`src/rtl/stage_controller.sv`:
```
// Multi-cycle stage sequencer: one-hot stage enables with variable-latency memory
// handshake, execute stall, memory timeout, fault halt and cycle/instret counters.
module stage_controller #(
    parameter int unsigned COUNTER_WIDTH = 64,
    parameter int unsigned MEM_TIMEOUT   = 16
) (
    input  logic                     clk,
    input  logic                     reset,
    input  logic                     decode_rd_rf_enabled,
    input  logic                     decode_ma_mem_enabled,
    input  logic                     ex_busy,
    input  logic                     mem_ack,
    input  logic                     fault_in,
    output logic                     mem_req,
    output logic                     stage_is_fetch,
    output logic                     stage_is_decode,
    output logic                     stage_is_read,
    output logic                     stage_is_execute,
    output logic                     stage_is_memory,
    output logic                     stage_is_write_back,
    output logic                     halted,
    output logic                     timeout_fault,
    output logic [COUNTER_WIDTH-1:0] cycle_count,
    output logic [COUNTER_WIDTH-1:0] instret_count
);

    localparam int unsigned WAIT_W = $clog2(MEM_TIMEOUT + 1);

    typedef enum logic [2:0] {
        S_FETCH      = 3'd0,
        S_DECODE     = 3'd1,
        S_READ       = 3'd2,
        S_EXECUTE    = 3'd3,
        S_MEMORY     = 3'd4,
        S_WRITE_BACK = 3'd5,
        S_HALT       = 3'd6
    } state_t;

    state_t              state;
    state_t              state_next;
    logic [WAIT_W-1:0]   wait_cnt;
    logic                wait_last;
    logic                timeout_hit;
    logic                retire;

    // Last permitted wait cycle: the MEM_TIMEOUT-th cycle spent in FETCH/MEMORY.
    assign wait_last = (wait_cnt == WAIT_W'(MEM_TIMEOUT - 1));

    always_comb begin
        state_next  = state;
        timeout_hit = 1'b0;
        retire      = 1'b0;
        case (state)
            S_FETCH: begin
                if (mem_ack) begin
                    state_next = S_DECODE;
                end else if (wait_last) begin
                    state_next  = S_HALT;
                    timeout_hit = 1'b1;
                end
            end
            S_DECODE:  state_next = decode_rd_rf_enabled ? S_READ : S_EXECUTE;
            S_READ:    state_next = S_EXECUTE;
            S_EXECUTE: begin
                if (!ex_busy) begin
                    state_next = decode_ma_mem_enabled ? S_MEMORY : S_WRITE_BACK;
                end
            end
            S_MEMORY: begin
                if (mem_ack) begin
                    state_next = S_WRITE_BACK;
                end else if (wait_last) begin
                    state_next  = S_HALT;
                    timeout_hit = 1'b1;
                end
            end
            S_WRITE_BACK: begin
                state_next = S_FETCH;
                retire     = 1'b1;
            end
            S_HALT:  state_next = S_HALT;
            default: state_next = S_HALT;
        endcase
        // A unit fault overrides every other transition and suppresses retire/timeout.
        if (fault_in && state != S_HALT) begin
            state_next  = S_HALT;
            timeout_hit = 1'b0;
            retire      = 1'b0;
        end
    end

    always_ff @(posedge clk) begin
        if (reset) begin
            state               <= S_FETCH;
            wait_cnt            <= '0;
            halted              <= 1'b0;
            timeout_fault       <= 1'b0;
            cycle_count         <= '0;
            instret_count       <= '0;
            stage_is_fetch      <= 1'b1;
            stage_is_decode     <= 1'b0;
            stage_is_read       <= 1'b0;
            stage_is_execute    <= 1'b0;
            stage_is_memory     <= 1'b0;
            stage_is_write_back <= 1'b0;
        end else begin
            state               <= state_next;
            halted              <= (state_next == S_HALT);
            timeout_fault       <= timeout_fault | timeout_hit;
            stage_is_fetch      <= (state_next == S_FETCH);
            stage_is_decode     <= (state_next == S_DECODE);
            stage_is_read       <= (state_next == S_READ);
            stage_is_execute    <= (state_next == S_EXECUTE);
            stage_is_memory     <= (state_next == S_MEMORY);
            stage_is_write_back <= (state_next == S_WRITE_BACK);

            // Staying in FETCH/MEMORY implies no ack; any stage change restarts the count.
            if (state_next != state) begin
                wait_cnt <= '0;
            end else if (state == S_FETCH || state == S_MEMORY) begin
                wait_cnt <= wait_cnt + WAIT_W'(1);
            end

            if (state != S_HALT) begin
                cycle_count <= cycle_count + COUNTER_WIDTH'(1);
            end
            if (retire) begin
                instret_count <= instret_count + COUNTER_WIDTH'(1);
            end
        end
    end

    assign mem_req = stage_is_fetch | stage_is_memory;

endmodule

```
`config.mk`:
```
export PLATFORM = sky130hd
export DESIGN_NAME = stage_controller
export DESIGN_NICKNAME = d
export VERILOG_FILES = /design/src/rtl/stage_controller.sv
export SDC_FILE = /design/constraint.sdc
export NUM_CORES = 1
export LEC_CHECK = 0
export ABC_AREA = 0
export CAP_MARGIN = 10
export CORE_ASPECT_RATIO = 0.9
export CORE_MARGIN = 5
export CORE_UTILIZATION = 40
export CTS_CLUSTER_DIAMETER = 40
export CTS_CLUSTER_SIZE = 20
export DETAILED_ROUTE_END_ITERATION = 12
export PLACE_DENSITY = 0.64
export SLEW_MARGIN = 15
export SYNTH_ARGS = -nofsm -noshare
export SYNTH_HDL_FRONTEND = slang
export SYNTH_SLANG_ARGS = --single-unit
export TNS_END_PERCENT = 30
```
`constraint.sdc`:
```
create_clock -name clk -period 2.59 [get_ports clk]
set_input_delay 0.518 -clock clk [delete_from_list [all_inputs] [get_ports clk]]
set_output_delay 0.518 -clock clk [all_outputs]
set_load 0.01 [all_outputs]
```
# == Word level (Yosys, flattened, before mapping) ==
# Index checks and enable logic that the tools add are counted.
# word_totals
register_bits,144
wordCells,51
# op_classes
reduce_logical,6
addsub,3
n_eq_ne,14
bitwise,2
n_mux,14
# ops
operator,count
64-bit by 1-bit adder with 64-bit output (second input constant),2
3-bit case mux with 6 select lines,1
3-bit == test (second input constant),5
3-bit two-way mux,5
3-bit by 2-bit == test with 1-bit output (second input constant),4
1-bit two-way mux,8
3-bit by 1-bit == test with 1-bit output (second input constant),2
3-bit logical NOT,2
5-bit by 1-bit adder with 5-bit output (second input constant),1
5-bit by 4-bit == test with 1-bit output (second input constant),1
2-bit OR reduction,2
3-bit != test,1
3-bit != test (second input constant),1
1-bit bitwise OR,2
1-bit logical AND,1
1-bit logical OR,1

# == Logic depth before layout (Yosys ltp) ==
# Gate-level depths: netlist (run 1).
# logic_depth
depth_word,7
depth_mapped,8
mapped_depth_nobuf,8

# == Worst setup path before layout (run 1) ==
# No wires, ideal clock.
# synth_path
path_kind,register to register
startpoint,register cycle_count[0]
endpoint,register cycle_count[58]
n_path_buf,1
t_arrival_ps,1994
path_stages_with_launch,8
required_ps,2520
period_less_slack_ps,2065
path_slack_ps,525
setup_time_ps,70
cell_sequence,dfxtp_1 -> ha_1 -> and2_1 -> nand2_1 -> or3_1 -> buf_2 -> or4_1 -> a21oi_1
# synth_via
elab_chain_len,1
# synth_rtl
element,line,rtl
start: declaration,23,"output logic [COUNTER_WIDTH-1:0] cycle_count,"
start signal: assignment,125,cycle_count <= cycle_count + COUNTER_WIDTH'(1);
64-bit by 1-bit adder with 64-bit output,125,
# No other way between the ends.
# A chain may end at the register's enable or synchronous reset.

# == Worst setup path after layout (run 1) ==
# layout_path
startpoint,register cycle_count[0]
endpoint,register cycle_count[54]
# Same word-level chain as after synthesis.

==> key figures, run 1 <==
Clocking
  • TritonCTS Sinks: approximately 140
  • Skew-Pair Late Insertion Delay: 0.42 ns
  • Post-CTS sizing: 0
  • TritonCTS Buffers: 17
  • Clk root buf: clkbuf_16
  • Post-CTS setup buffers: 0
  • H-tree lvl count: 4
  • Cts hold-fix bufs: 0
  • CTS tree: done
  • Worst-path clk slew: 0.06 ns
  • CTS Buffer Depth: 2

Detailed routing
  • Total wire length: 19800 um
  • WL per Instance: 15.7 um
  • Via density per instance: around 5.4
  • Final ANT Viol Nets: 0
  • Initial DRC Count: 387
  • Residual DRC: 0
  • Drt pass-1 iters: 7
  • Via count: 6822

Placement
  • Placed cell areas: 8890 um2
  • Final Wtd Congestion: around 0.84
  • HPWL Detailed: 14300 um
  • Port bufs: 143
  • Place WS: ~0.018 ns

Timing
  • Worst Hold Slack: 0.498 ns
  • RSZ-0062 raised after global routing: false
  • Final hold violations: 0
  • Worst slew pin tran: 0.708 ns
  • Final setup viols: 0
  • Final setup TNS: 0 ns
  • Slew margin rel.: 0.528
  • FMAX: 0.420 GHz
  • Max Clock Skew: 0.0123 ns
  • Pins Over Slew Limit: 0
  • Final WS setup: 0.208 ns
  • Fin crit period: 2.38 ns
  • Period utilization: 0.920

Final layout
  • Antenna fix cells: 0
  • Post-layout util: 0.557
  • Final nets: between 1000 and 1500
  • FILL cells: 1629
  • Share of post-route cells with drive strength above 1: 0.0983
  • Area Overhead vs Synth: 35.8%
  • Cell area after layout: 9470 um2

Global route
  • Vias in the first global route: 6140
  • First-pass GRT wire length: 32400 um
  • GRT Resource Usage Total: 0.194
  • Largest net degree at the start of global routing: 64
  • Initial antenna violation count: 0
  • Grt ovf: 0

Critical path
  • Worst EP required: 2.93 ns
  • CP Cell Sequence: ha_1, and2_1, nand2_1, or3_1, or4_1, a21oi_1
  • Crit-path max FO: 19
  • Reg2Reg Setup Slack: between 0.2 and 0.25 ns
  • Slowest stage delay, CP: 0.67 ns
  • Largest delay share family, worst path: simple AND/OR/NAND/NOR gates
  • Crit path from: cycle_count[0]
  • CP bufs+invs: 0
  • Critical path's slowest cell: or3_1
  • Crit Path Category: reg -> reg
  • Startpoint Class: register
  • Crit path DAT: 2.72 ns
  • CP Capture Type: register
  • RR Startpoint: cycle_count[0]

Logic synthesis
  • Prevailing post-synth register cell: dfxtp_1
  • Asr flop ratio synth: 0
  • Xor-xnor portion of the synthesized cell area: 0.0842
  • Post-synth top cells: dfxtp_1 (144), nor2_1 (88), a21oi_1 (66), nand2_1 (54), nand4_1 (45)
  • Yosys cell types: 53
  • Synthesized net count: approximately 850
  • Syn Inst Count: about 840
  • Post-synth top area share: 0.413
  • Syn_area_per_cell: between 8 and 9 um2
  • Number of synthesized flops with an enable pin: 0
  • Post-synthesis compound-gate area fraction: 0.119
  • Combinational family with the most area after synthesis: simple AND/OR/NAND/NOR gates
  • Count leader, synth: dfxtp_1
  • Syn Std Cell Area: between 6000 and 7000 um2
  • Synth Register Bits: 144
  • Post-synthesis mux area share: 0.00305
  • Simple-gate area share of the yosys netlist: 0.336
  • Post-synth top area cell: dfxtp_1
  • Adder-cell share of the synthesized area: 0.00718
  • Dominant cells by area after synthesis: dfxtp_1 (41%), xnor2_1 (5.5%), a21oi_1 (4.7%)
  • Sequential area share after synthesis: 0.413
  • Synth warn: 0

Power
  • Pwr Density: 515 nW/um2
  • Leakage power: 3.00 nW
  • Worst VDD drop: 0.479 mV

Floorplanning
  • Starting Density: 0.410
  • Die ar.: 20200 um2
  • Width of the die: about 150 um
  • Number of I/O pins: 144
  • Die Y: 135 um
  • Core area: 17000 um2
  • Num rows: between 40 and 50

Hold path
  • Worst Min Path Start: cycle_count[63]
  • Tightest Hold Check Type: reg -> reg

Run status
  • Status: finished, final reports clean

Run
  • Max cap viols: 0
==> placed cells by master, fill, tap and decap left out, types with 4 or more instances in the layout <==
master,n
nand4_2,4
o21ai_0,41
clkinv_2,4
or4_1,25
xnor2_1,44
and3_1,15
xor2_1,23
or2_2,4
or3_1,39
a21oi_1,66
nor3_1,16
and4_1,15
nand4_1,45
inv_1,26
nand3_1,41
nor2_1,88
and2_1,7
dfxtp_1,144
ha_1,4
clkdlybuf4s50_1,142
nand2b_1,4
nor2b_1,5
buf_4,49
nor4_1,34
nand2_1,54
clkbuf_16,17
o31ai_1,22
==> worst register-to-register path, delay by kind of cell, from the launching register on <==
kind | cells | cell delay, ns
adder cells (fa/ha/maj) | 1 | 0.20
AND/OR/NAND/NOR | 4 | 1.55
AO/OA/AOI/OAI | 1 | 0.14
flip-flops | 1 | 0.41
==> per-layer routing <==
layer | GRT usage | wire (um) | share of wire
met2 | 0.292 | 8830 | 0.45
met4 | 0.0468 | 155 | 0.0078
met3 | 0.0458 | 1020 | 0.052
met1 | 0.282 | 9810 | 0.49
met5 | 0 | 0 | 0
==> layout make-up <==
class / count / area (um2) / area share
clock buffers: 22 / 464 / 0.0490
clock inverters: 10 / 111 / 0.0118
inverters: 26 / 97.6 / 0.0103
multi-input cells: 634 / 3830 / 0.405
flip-flops and latches: 144 / 2880 / 0.304
well taps: 235 / 294 / 0.0310
repair buffers: 191 / 1790 / 0.189
==> logic make-up (layout without fill, tap and decap cells) <==
group,after synthesis,count (layout)
adder cells (fa/ha/maj),4,4
flip-flops,144,144
buffers and inverters,63,249
AND/OR/NAND/NOR,416,416
XOR/XNOR,67,67
AO/OA/AOI/OAI,145,145
multiplexers,2,2
==> flip-flops by register name, summed over array words and instances, names as in the netlist <==
register	count
cycle_count	64
instret_count	64
wait_cnt	5
state	3
halted	1
stage_is_decode	1
stage_is_execute	1
stage_is_fetch	1
stage_is_memory	1
stage_is_read	1
stage_is_write_back	1
timeout_fault	1
==> path summary, 6_finish.rpt <==
path                          end  cells past startpoint
setup / recovery  cycle_count[54]                      6
hold / removal    cycle_count[63]                      2
setup reg to reg  cycle_count[54]                      6
hold reg to reg   cycle_count[63]                      2
==> where the power goes <==
group	total, mW	switching [mW]	leakage, nW	internal [mW]
registers	2.25	0.0161	1.16	2.24
clock network	2.40	0.937	0.276	1.46
logic	0.223	0.129	1.56	0.0935
==> stage by stage <==
step,instances,power (mW)
6_report,1262,4.88
5_1_grt,1262,5.06
4_1_cts,1262,4.92
3_5_place_dp,1230,2.52
3_3_place_gp,1230,2.52
2_1_floorplan,841,2.43
No activity file was read; power rests on OpenSTA's default activity.
==> run 2: changes to the inputs <==
- SKIP_CTS_REPAIR_TIMING: unset -> 1
==> results of run 2 <==
The final DEF is identical to that of run 1; final timing and power are the same.
